**config.mk**
```make
export PLATFORM = sky130hd
export DESIGN_NAME = pwm_decode
export DESIGN_NICKNAME = d
export VERILOG_FILES = /design/src/rtl/pwm_pkg.sv /design/src/rtl/pwm_sync_edge.sv /design/src/rtl/pwm_decode.sv
export SDC_FILE = /design/constraint.sdc
export NUM_CORES = 1
export LEC_CHECK = 0
export ABC_CLOCK_PERIOD_IN_PS = 2009
export BUFFER_PORTS_ARGS = -buffer_cell sky130_fd_sc_hd__buf_2
export CORE_UTILIZATION = 52
export DETAILED_ROUTE_END_ITERATION = 16
export PLACE_DENSITY = 0.7
export SYNTH_ARGS = -nofsm -noshare
export SYNTH_HDL_FRONTEND = slang
export SYNTH_SLANG_ARGS = --single-unit
```
**constraint.sdc**
```tcl
create_clock -name clk_dec -period 2.01 [get_ports clk_dec]
set_input_delay 0.1005 -clock clk_dec [delete_from_list [all_inputs] [get_ports clk_dec]]
set_output_delay 0.1005 -clock clk_dec [all_outputs]
set_load 0.005 [all_outputs]
```
**src/rtl/pwm_pkg.sv**
```systemverilog
// Shared definitions for the PWM command link: drive codes, frame timing
// defaults and decoder state encoding.
package pwm_pkg;

  // Drive command codes, shared with the generator side
  localparam logic [1:0] DRIVE = 2'b10;
  localparam logic [1:0] STOP  = 2'b00;
  localparam logic [1:0] BACK  = 2'b01;

  // Frame timing defaults in clk_dec ticks
  localparam int PERIOD_DEF  = 40;
  localparam int W_BACK_DEF  = 2;
  localparam int W_STOP_DEF  = 3;
  localparam int W_DRIVE_DEF = 4;
  localparam int TIMEOUT_DEF = 80;
  localparam int CW_DEF      = 7;

  typedef enum logic [1:0] {
    IDLE = 2'd0,
    HIGH = 2'd1,
    LOW  = 2'd2
  } dec_state_e;

  // Result of classifying a measured high width
  typedef struct packed {
    logic       ok;
    logic [1:0] code;
  } width_dec_t;

endpackage

```
**src/rtl/pwm_sync_edge.sv**
```systemverilog
// Two-flop synchronizer for an asynchronous input followed by a registered
// edge detector. Edge pulses are aligned with the cycle in which pwm_s first
// shows the new level. Edges are suppressed until the synchronizer has been
// refilled after reset, so a level already present at reset release is not
// mistaken for an edge.
module pwm_sync_edge (
  input  logic clk_dec,
  input  logic rst,
  input  logic din,
  output logic pwm_s,
  output logic rise,
  output logic fall
);

  logic sync_p0;
  logic sync_p1;
  logic vld_p0;
  logic vld_p1;
  logic vld_p2;

  // Synchronize, keep a registered copy, and emit one-cycle edge pulses
  always_ff @(posedge clk_dec) begin
    if (rst) begin
      sync_p0 <= 1'b0;
      sync_p1 <= 1'b0;
      pwm_s   <= 1'b0;
      rise    <= 1'b0;
      fall    <= 1'b0;
      vld_p0  <= 1'b0;
      vld_p1  <= 1'b0;
      vld_p2  <= 1'b0;
    end else begin
      sync_p0 <= din;
      sync_p1 <= sync_p0;
      pwm_s   <= sync_p1;
      vld_p0  <= 1'b1;
      vld_p1  <= vld_p0;
      vld_p2  <= vld_p1;
      rise    <= vld_p2 & sync_p1 & ~pwm_s;
      fall    <= vld_p2 & ~sync_p1 & pwm_s;
    end
  end

endmodule

```
**src/rtl/pwm_decode.sv**
```systemverilog
// Servo-style PWM frame decoder: measures the high width and rise-to-rise
// period of pwm_in and recovers the 2-bit drive command, flagging width,
// period and link-loss errors. Loss of the link forces a failsafe stop.
module pwm_decode
  import pwm_pkg::*;
#(
  parameter int PERIOD  = PERIOD_DEF,
  parameter int W_BACK  = W_BACK_DEF,
  parameter int W_STOP  = W_STOP_DEF,
  parameter int W_DRIVE = W_DRIVE_DEF,
  parameter int TIMEOUT = TIMEOUT_DEF,
  parameter int CW      = CW_DEF
) (
  input  logic       clk_dec,
  input  logic       rst,
  input  logic       pwm_in,
  output logic [1:0] drive,
  output logic       valid,
  output logic       cmd_stb,
  output logic       err_stb
);

  localparam logic [CW-1:0] PERIOD_C = CW'(PERIOD);
  localparam logic [CW-1:0] WB_C     = CW'(W_BACK);
  localparam logic [CW-1:0] WS_C     = CW'(W_STOP);
  localparam logic [CW-1:0] WD_C     = CW'(W_DRIVE);
  localparam logic [CW-1:0] TO_C     = CW'(TIMEOUT);
  localparam logic [CW-1:0] ONE_C    = CW'(1);

  logic          pwm_s;
  logic          rise;
  logic          fall;
  logic [CW-1:0] hcnt;
  logic [CW-1:0] pcnt;
  logic          timeout;

  dec_state_e    state_q;
  dec_state_e    state_d;
  logic          first_q;
  logic          first_d;

  width_dec_t    wdec;
  logic [1:0]    drive_d;
  logic          valid_d;
  logic          cmd_d;
  logic          err_d;

  // Counter increment that sticks at the timeout value instead of wrapping
  function automatic logic [CW-1:0] sat_inc(input logic [CW-1:0] v);
    if (v >= TO_C) return TO_C;
    return v + ONE_C;
  endfunction

  // Map a measured high width onto a drive code, or reject it
  function automatic width_dec_t classify(input logic [CW-1:0] w);
    width_dec_t r;
    r.ok   = 1'b1;
    r.code = STOP;
    if (w == WB_C)      r.code = BACK;
    else if (w == WS_C) r.code = STOP;
    else if (w == WD_C) r.code = DRIVE;
    else                r.ok   = 1'b0;
    return r;
  endfunction

  pwm_sync_edge u_sync (
    .clk_dec (clk_dec),
    .rst     (rst),
    .din     (pwm_in),
    .pwm_s   (pwm_s),
    .rise    (rise),
    .fall    (fall)
  );

  // A rise arriving in the same cycle as the timeout wins over the timeout
  assign timeout = (state_q != IDLE) && !rise && (pcnt == TO_C);

  // High-width and rise-to-rise counters, both restarting at 1 on a rise
  always_ff @(posedge clk_dec) begin
    if (rst) begin
      hcnt <= '0;
      pcnt <= '0;
    end else begin
      if (rise)       hcnt <= ONE_C;
      else if (pwm_s) hcnt <= sat_inc(hcnt);
      if (rise) pcnt <= ONE_C;
      else      pcnt <= sat_inc(pcnt);
    end
  end

  // State register and first-frame flag
  always_ff @(posedge clk_dec) begin
    if (rst) begin
      state_q <= IDLE;
      first_q <= 1'b0;
    end else begin
      state_q <= state_d;
      first_q <= first_d;
    end
  end

  // Next state: track the pulse phase, drop to IDLE when the link goes quiet
  always_comb begin
    state_d = state_q;
    first_d = first_q;
    case (state_q)
      IDLE: begin
        if (rise) begin
          state_d = HIGH;
          first_d = 1'b1;
        end
      end
      HIGH: begin
        if (timeout)   state_d = IDLE;
        else if (fall) state_d = LOW;
      end
      LOW: begin
        if (timeout) begin
          state_d = IDLE;
        end else if (rise) begin
          state_d = HIGH;
          first_d = 1'b0;
        end
      end
      default: state_d = IDLE;
    endcase
  end

  // Output decisions: decode on fall, check period on rise, failsafe on loss
  always_comb begin
    wdec    = classify(hcnt);
    drive_d = drive;
    valid_d = valid;
    cmd_d   = 1'b0;
    err_d   = 1'b0;
    if (timeout) begin
      drive_d = STOP;
      valid_d = 1'b0;
      err_d   = 1'b1;
    end else begin
      case (state_q)
        HIGH: begin
          if (fall) begin
            if (wdec.ok) begin
              drive_d = wdec.code;
              valid_d = 1'b1;
              cmd_d   = 1'b1;
            end else begin
              err_d = 1'b1;
            end
          end
        end
        LOW: begin
          if (rise && !first_q && (pcnt != PERIOD_C)) begin
            valid_d = 1'b0;
            err_d   = 1'b1;
          end
        end
        default: ;
      endcase
    end
  end

  // Output registers
  always_ff @(posedge clk_dec) begin
    if (rst) begin
      drive   <= STOP;
      valid   <= 1'b0;
      cmd_stb <= 1'b0;
      err_stb <= 1'b0;
    end else begin
      drive   <= drive_d;
      valid   <= valid_d;
      cmd_stb <= cmd_d;
      err_stb <= err_d;
    end
  end

endmodule

```
## Word level (Yosys, flattened, before mapping)

Index checks and enable logic that the tools add are counted.

- Word-level logic and storage cells: 101
- Input bits: 3
- Register bits after elaboration: 30
- Output and inout bits: 5

- $lt $le $gt $ge: 2
- Add/sub/neg operators: 2
- Eq/ne operators: 14
- Reductions and logical operators: 17
- Multiplexer cells: 40
- Bitwise logic cells: 8

Operators with widths:

| cell | number |
|---|---|
| $mux 7 | 4 |
| $mux 1 | 25 |
| $add 7x1->7 const B | 2 |
| $eq 7x2->1 const B | 2 |
| $ge 7x7->1 const B | 2 |
| $mux 2 | 7 |
| $reduce_and 4->1 | 2 |
| $reduce_bool 2->1 | 4 |
| $eq 7x3->1 const B | 1 |
| $eq 7x7->1 const B | 1 |
| $ne 7x6->1 const B | 1 |
| $ne 2x1->1 const B | 3 |
| $ne 2x2->1 const B | 3 |
| $pmux 1 s2 | 3 |
| $pmux 2 s3 | 1 |
| $and 1x1->1 | 4 |
| $logic_and 1x1->1 | 4 |
| $not 1->1 | 4 |
| $reduce_or 2->1 | 2 |
| $reduce_or 4->1 | 1 |
| $ne 3x2->1 const B | 1 |
| $reduce_and 3->1 | 1 |
| $eq 2x1->1 const B | 1 |
| $eq 2x2->1 const B | 1 |
| 2 further kinds | 3 |

## Depth between registers and ports, before layout

Gate-level depths: netlist (run 1).

- Depth after elaboration: 8
- Mapped depth: 6
- Gate-level depth less buffers: 6

## Hierarchy

From an unflattened synthesis (run 1), not the netlist that was laid out.

- Cell total of the unflattened synthesis: 146
- Area, all modules: 1336.3 um2

Modules (own cells, without submodules):

| module | instances | area each (um2) | cells each | sequential area each (um2) |
|---|---|---|---|---|
| pwm_decode | 1 | 1103.6 | 130 | 440.4 |
| pwm_sync_edge | 1 | 232.7 | 16 | 160.2 |

## Worst setup path after synthesis (run 1)

OpenSTA, ideal clock, no wires.

- Path kind: reg2reg
- From: register state_q[0]
- To: register state_q[1]
- Period minus slack after synthesis: 1.484 ns
- Data required time: 1.881 ns
- Arrival time: 1.355 ns
- Path slack: 0.526 ns
- Cell stages (with the launch flop): 7
- Cell sequence: dfxtp_1 > inv_1 > ha_1 > nor4b_1 > nand4b_1 > nand2_1 > a2111oi_1

- Longest elaborated chain between the ends: 5
- Elaborated cells on any way between the ends: 10
- Those cells by class: eq/ne (3); mux (3); reduce/logical (4)

RTL lines:

| what | RTL line | RTL |
|---|---|---|
| from (decl) | pwm_decode.sv:37 | `dec_state_e state_q;` |
| from (signal assigned) | pwm_decode.sv:97 | `state_q <= state_d;` |
| $reduce_bool 2->1 | pwm_decode.sv:76 | `assign timeout = (state_q != IDLE) && !rise && (pcnt == TO_C);` |
| $logic_and 1x1->1 (2 in a row) | pwm_decode.sv:76 |  |
| $mux 2, on equally long branches | pwm_decode.sv:118, pwm_decode.sv:114 |  |
| $pmux 2 s3 | pwm_decode.sv:106 | `case (state_q)` |

Parallel ways exist; a longest one is shown, timed or not.
A chain may end at the register's enable or synchronous reset.

## Final worst setup path (run 1)

Ends and elaborated chain as after synthesis.

==> results.toml, run 1 <==
[outcome]
status = "completed"

[grt]
grtUsageTotal = 0.198
grt_pass1_vias = 927
grt_max_degree = 17
antenna_found_initial = 0
grt_pass1_wl_um = 3930
grt_overflow = 0

[floorplanning]
initial_utilization = 0.549
die_area_um2 = 2800
die_h_um = 52.9
top_level_ports = 8
core_area_um2 = 2450
die_w_um = 52.9
rows = 18

[place]
dp_cells = 177
routabilityCongestion = 0.804
portBuffers = 7
place_hpwl_um = 1690
pre_cts_slack_ns = 0.321
place_area_um2 = 1410

[timing]
finalSetupViolCount = 0
tns_ns = 0
hold_viol_final = 0
post-route-period-util = 0.874
layout_setup_ws_ns = 0.253
worst_slew_pin_slew_ns = 0.351
fmax_ghz = 0.569
clock-skew-final_ns = 0.00344
min_period_ns = 1.76
slew_viol_final = 0
relSlewSlack = 0.760
rsz0062_at_grt = "no"

[setup_path]
cp.arrival_ns = 1.96
worst_ep_required_time_ns = 2.22
ff2ff_path_depth = 6
start_kind = "register"
cp_max_fo = 5
reg2reg_from = "state_q[0]"
r2r_end = "state_q[1]"
rrSetupSlack_ns = 0.25
endpoint_kind = "register"
crit_end = "state_q[1]"
cp-startpoint = "state_q[0]"
criticalPathCategory = "reg -> reg"

[clock_network]
clockBufferDepth = 2
postCtsSetupBuffers = 0
clkTransAtPathRegs_ns = 0.09
numCtsBuffers = 5
cts-root-buf = "clkbuf_4"
cts.sinks = 30
cts_tree = "done"
htreeDepth = 2
insertion_delay_ns = 0.32
post_cts_resized = 0

[hold_path]
holdPathStages = 2
hold_path_class = "in -> reg"

[power]
power_density_nw_per_um2 = 665
peakVddDrop_mv = 0.411
cellLeakagePower_nw = 0.570

[final_layout]
diodes = 0
finalNetCount = 167
fin_area_um2 = 1470
drive_gt1_frac = 0.123
syn_to_final_growth_pct = 9.01
fin_util = 0.598
final_cells = 185

[synthesis]
yosysUniqueCellTypes = 39
yosysMostFrequentCell = "dfxtp_1"
synth_top_cells_by_count = "dfxtp_1 (30), nor2_1 (19), ha_1 (9), nand2_1 (9), nor2b_1 (9)"
synth.net_count = 154
synthCells = 142
synth_area_leaders = "dfxtp_1 (45%), ha_1 (8.4%), nor2_1 (5.3%), nor2b_1 (4.2%), a21oi_1 (2.6%)"
synth-seq-cells = 30
yosysTopAreaCell = "dfxtp_1"
avgSynthCellArea_um2 = 9.49
yosysTopAreaCellShare = 0.446
yosysSeqAreaShare = 0.446
synth_edf_count = 0
synthFlopType = "dfxtp_1"
synth_warnings = 0
netlist_area_um2 = 1350
async_flop_share = 0

[drt]
vias = 997
drt_iter0_drc = 19
postRouteAntennaNets = 0
wire_per_inst_um = 12.6
drc_errors = 0
dr.pass1.iters = 4
drt-total-wl_um = 2340
viasPerCell = 5.39

[flow_run]
maxCapViolCount = 0
-- cell usage in the layout, fill, tap and decap left out, types with 2 or more instances in the layout --
cell      Yosys  layout
a211oi_1      2       2
a21oi_1       7       7
a31oi_1       4       4
and3_1        2       2
buf_2         1       7
clkbuf_4      0       5
clkinv_2      0       2
dfxtp_1      30      30
ha_1          9       9
inv_1         8       8
nand2_1       9       9
nand3_1       4       4
nand4b_1      3       3
nor2_1       19      19
nor2b_1       9       9
nor3_1        3       3
nor4b_1       2       2
o21ai_0       2       2
xnor2_1       3       3
xor2_1        4       4
-- cells by family after synthesis --
group                      share of synthesized area
DFF                                            0.446
adders and majority gates                     0.0836
xor gates and xnor gates                      0.0455
and+or+nand+nor                                0.262
buffers and inverters                         0.0288
AOI/OAI and AO/OA                              0.135
-- state kept, by name (all words and copies together), names as in the netlist --
| signal | cells |
|---|---|
| u_sync.sync_p0 | 1 |
| state_q | 2 |
| u_sync.vld_p2 | 1 |
| valid | 1 |
| cmd_stb | 1 |
| pcnt | 7 |
| err_stb | 1 |
| u_sync.fall | 1 |
| u_sync.vld_p1 | 1 |
| hcnt | 7 |
| drive | 2 |
| first_q | 1 |
| u_sync.pwm_s | 1 |
| u_sync.vld_p0 | 1 |
| u_sync.sync_p1 | 1 |
| u_sync.rise | 1 |
-- routing by layer --
| metal | vias to the layer above | part of all wire | track usage |
|---|---|---|---|
| met5 | - | 0 | 0 |
| met4 | 0 | 0.022 | 0.114 |
| met3 | 8 | 0.033 | 0.0632 |
| met2 | 15 | 0.44 | 0.283 |
| met1 | 456 | 0.50 | 0.257 |
| li1 | 518 | - | - |
-- layout make-up --
type	instances	area, µm²
clock inverter	2	10.0
multi-input combinational	102	708
fill	223	986
tap	30	37.5
clock buffer	5	37.5
timing repair buffer	8	45.0
sequential	30	601
inverter	8	30.0
-- worst min path at each step --
stage | startpoint | endpoint | slack, ns
6_report | rst | pcnt[0] | 0.12
5_1_grt | rst | u_sync.pwm_s | 0.13
4_1_cts | rst | u_sync.pwm_s | 0.11
3_5_place_dp | pwm_in | u_sync.sync_p0 | 0.32
3_3_place_gp | pwm_in | u_sync.sync_p0 | 0.31
2_1_floorplan | rst | u_sync.sync_p1 | 0.17
-- timing repair --
item	in CTS	in global routing
endpoints found under the hold margin	1	0
endpoints found under the setup margin	0	0
hold buffers	1	0
-- power by group --
group          internal [mW]  switching [mW]
logic                 0.0166          0.0236
clock network          0.125           0.196
registers              0.606         0.00923
total                  0.748           0.229
-- worst max-delay path: stages, from the launching register on --
cell,delay (ns)
dfxtp_1,0.41
inv_1,0.09
ha_1,0.23
nor4b_1,0.35
nand4b_1,0.24
nand2_1,0.24
a2111oi_1,0.08
-- stage by stage --
| stage | power, mW | hold slack (ns) |
|---|---|---|
| final | 0.976 | 0.123 |
| after global routing | 1.02 | 0.134 |
| after CTS | 0.991 | 0.112 |
| after detailed placement | 0.668 | 0.317 |
| after global placement | 0.665 | 0.308 |
| after floorplan | 0.655 | 0.172 |
(Power assumes the default switching activity.)
==> run 2, diff against run 1 <==
Settings changed: CORE_UTILIZATION 52 to 40, PLACE_DENSITY 0.7 to 0.68.
==> results.toml, run 2 (synthesis gave the netlist of run 1 again) <==
[outcome]
status = "completed"

[final_layout]
top_regs = "hcnt (7), pcnt (7)"
layout_common_cells = "dfxtp_1 (30), nor2_1 (19), nor2b_1 (9), nand2_1 (9), ha_1 (9)"
finalNetCount = 167
layout_commonest_cell = "dfxtp_1"
drive_gt1_frac = 0.128
fillCellCount = 297
syn_to_final_growth_pct = 12.5
fin_util = 0.485
diodes = 0

[setup_path]
endpoint_kind = "register"
cp_max_fo = 5
cp.arrival_ns = 1.95
worst_ep_required_time_ns = 2.23
start_kind = "register"
criticalPathCategory = "reg -> reg"
reg2reg_from = "state_q[0]"
rrSetupSlack_ns = 0.28
ff2ff_path_depth = 6
r2r_end = "state_q[1]"

[clock_network]
numCtsBuffers = 5
cts-root-buf = "clkbuf_4"
clockBufferDepth = 2
cts_tree = "done"
clkTransAtPathRegs_ns = 0.10
cts.sinks = 30
post_cts_resized = 0
insertion_delay_ns = 0.34
htreeDepth = 2

[hold_path]
hold_path_end = "u_sync.vld_p1"
min-delay-start = "rst"
hold_path_class = "in -> reg"
holdPathStages = 2

[timing]
rsz0062_at_grt = "no"
post-route-period-util = 0.860
min_period_ns = 1.73
worst_slew_pin_slew_ns = 0.384
slew_viol_final = 0
relSlewSlack = 0.741
fmax_ghz = 0.578
hold_viol_final = 0
clock-skew-final_ns = 0.0146
finalSetupViolCount = 0
tns_ns = 0

[drt]
dr.pass1.iters = 4
postRouteAntennaNets = 0
drt_iter0_drc = 20
drt-total-wl_um = 2410
vias = 1010
wire_per_inst_um = 12.0
drc_errors = 0
viasPerCell = 5.05

[grt]
antenna_found_initial = 0
grt_pass1_vias = 926
grtUsageTotal = 0.163
grt_overflow = 0
grt_max_degree = 17
grt_pass1_wl_um = 4180

[place]
portBuffers = 7
routabilityCongestion = 0.825
place_hpwl_um = 1750

[floorplanning]
top_level_ports = 8
core_area_um2 = 3130
rows = 20
die_area_um2 = 3600
die_w_um = 60.0
initial_utilization = 0.431
die_h_um = 60.0

[power]
power_density_nw_per_um2 = 746
cellLeakagePower_nw = 0.584
peakVddDrop_mv = 0.256

[flow_run]
maxCapViolCount = 0
==> run 2: timing repair <==
| action | 4_1_cts | 5_1_grt |
|---|---|---|
| setup endpoints to repair | 0 | 0 |
| endpoints found under the hold margin | 1 | 0 |
| hold buffers | 1 | 0 |
| buffers inserted | 0 | 0 |
==> run 2: critical path: stages, from the launching register on <==
cell	delay (ns)
dfxtp_1	0.41
inv_1	0.09
ha_1	0.23
nor4b_1	0.33
nand4b_1	0.24
nand2_1	0.25
a2111oi_1	0.09
==> run 2: power by group <==
| part | internal (mW) | switching, mW |
|---|---|---|
| clock network | 0.257 | 0.218 |
| registers | 0.606 | 0.00931 |
| logic | 0.0167 | 0.0229 |
| total | 0.880 | 0.251 |
==> run 2: metrics by stage <==
step | total power, mW | cell area [µm²] | worst slack, ns | cells | hold WS [ns]
after floorplan | 0.655 | 1350 | 0.526 | 142 | 0.172
after global placement | 0.666 | 1430 | 0.402 | 191 | 0.310
after detailed placement | 0.667 | 1430 | 0.265 | 191 | 0.312
after CTS | 1.15 | 1520 | 0.261 | 200 | 0.0987
after global routing | 1.19 | 1520 | 0.113 | 200 | 0.121
final | 1.13 | 1520 | 0.281 | 200 | 0.109
==> run 2: final cells by class <==
class	count	area (µm²)	share of cell area
Clock buffer	5	37.5	0.0248
Clock inverter	3	40.0	0.0264
Inverter	8	30.0	0.0198
Multi-Input combinational cell	102	708	0.467
Sequential cell	30	601	0.396
Tap cell	44	55.1	0.0363
Timing Repair Buffer	8	45.0	0.0297
==> run 2: how the worst max path moves through the flow <==
stage,from,to,cells past startpoint
global placement,state_q[0],state_q[1],6
global route,state_q[0],state_q[1],6
finish,state_q[0],state_q[1],6
CTS,state_q[0],state_q[1],6
detailed placement,state_q[0],state_q[1],6
floorplan,state_q[0],state_q[1],6
==> run 2: per-layer routing <==
metal	track usage	wire, µm	share of wire
met5	0	0	0
met4	0.0997	63	0.026
met3	0.0584	78	0.032
met2	0.240	1110	0.46
met1	0.203	1150	0.48
==> run 3, diff against run 2 <==
Settings changed: GPL_TIMING_DRIVEN from default to 0, REMOVE_ABC_BUFFERS from default to 1.
==> results.toml, run 3 (synthesis gave the netlist of run 1 again) <==
[setup_path]
path_cells = "inv_1 > ha_1 > nor4b_1 > nand4b_1 > nand2_1 > a2111oi_1"
worst_ep_required_time_ns = 2.22
start_kind = "register"
worst-path-buf-inv = 1
cp.arrival_ns = 1.98
cp_max_fo = 5
cp_slowest_cell = "dfxtp_1"
ff2ff_path_depth = 6
max_stage_delay_ns = 0.43
cp.depth = 6
cp_top_family = "simple AND/OR/NAND/NOR gates"
endpoint_kind = "register"
criticalPathCategory = "reg -> reg"

[outcome]
status = "completed"

[floorplanning]
rows = 20
top_level_ports = 8
die_w_um = 60.0
core_area_um2 = 3130
initial_utilization = 0.431
die_h_um = 60.0
die_area_um2 = 3600

[timing]
rsz0062_at_grt = "no"
post-route-period-util = 0.881
hold_viol_final = 0
min_period_ns = 1.77
relSlewSlack = 0.763
worst_slew_pin_slew_ns = 0.346
hold_ws_ns = 0.127
slew_viol_final = 0
fmax_ghz = 0.564
clock-skew-final_ns = 0.0159
tns_ns = 0
finalSetupViolCount = 0

[drt]
viasPerCell = 5.11
vias = 1022
wire_per_inst_um = 12.1
postRouteAntennaNets = 0
drc_errors = 0
drt_iter0_drc = 65
dr.pass1.iters = 6
drt-total-wl_um = 2420

[clock_network]
cts_tree = "done"
cts-root-buf = "clkbuf_4"
clkTransAtPathRegs_ns = 0.10
post_cts_resized = 0
postCtsHoldBufs = 1
postCtsSetupBuffers = 0
insertion_delay_ns = 0.32
htreeDepth = 2
cts.sinks = 30
numCtsBuffers = 5
clockBufferDepth = 2

[final_layout]
fin_util = 0.480
top_regs = "hcnt (7), pcnt (7)"
syn_to_final_growth_pct = 11.5
finalNetCount = 167
final_cells = 200
diodes = 0
drive_gt1_frac = 0.128
layout_common_cells = "dfxtp_1 (30), nor2_1 (19), nor2b_1 (9), nand2_1 (9), ha_1 (9)"
layout_commonest_cell = "dfxtp_1"

[grt]
grt_overflow = 0
grt_max_degree = 17
grtUsageTotal = 0.161
grt_pass1_wl_um = 4150
antenna_found_initial = 0
grt_pass1_vias = 937

[power]
cellLeakagePower_nw = 0.573
peakVddDrop_mv = 0.357
finalPower_mw = 1.04
power_density_nw_per_um2 = 689

[hold_path]
hold_path_class = "in -> reg"
holdPathStages = 2

[place]
place_hpwl_um = 1800
portBuffers = 7
dp_cells = 191
routabilityCongestion = 0.822

[flow_run]
maxCapViolCount = 0
==> run 3: changes by cell type in the layout (fill, tap and decap cells not counted), sizes merged <==
cell	delta
clkinvlp	+1
clkinv	-1
bufinv	-1
clkbuf	+1
==> run 3: worst paths after layout <==
check | slack, ns | endpoint | from
max | 0.24 | state_q[1] | state_q[0]
min | 0.13 | state_q[0] | rst
max reg2reg | 0.24 | state_q[1] | state_q[0]
min reg2reg | 0.43 | u_sync.fall | u_sync.sync_p1
==> run 3: cell type report <==
type | instances | area, µm²
well taps | 44 | 55.1
clock buffers | 6 | 51.3
fillers | 300 | 1630
multi-input cells | 102 | 708
inverters | 8 | 30.0
clock inverters | 2 | 12.5
flip-flops and latches | 30 | 601
repair buffers | 8 | 45.0
==> run 3: power by group <==
group | switching (mW) | internal, mW
clock network | 0.212 | 0.168
registers | 0.00912 | 0.606
logic | 0.0237 | 0.0170
total | 0.245 | 0.791
==> run 3: per-stage QoR <==
stage / setup slack [ns] / instance area [µm²]
2_1_floorplan: 0.526 / 1340
3_3_place_gp: 0.340 / 1430
3_5_place_dp: 0.275 / 1430
4_1_cts: 0.262 / 1500
5_1_grt: 0.195 / 1500
6_report: 0.238 / 1500
==> run 3: metal layers <==
| layer | vias up | routed length [µm] | part of all wire | track usage |
|---|---|---|---|---|
| met2 | 11 | 1140 | 0.47 | 0.248 |
| li1 | 518 | - | - | - |
| met5 | - | 0 | 0 | 0 |
| met3 | 5 | 71 | 0.029 | 0.0519 |
| met1 | 488 | 1160 | 0.48 | 0.202 |
| met4 | 0 | 40 | 0.017 | 0.0797 |
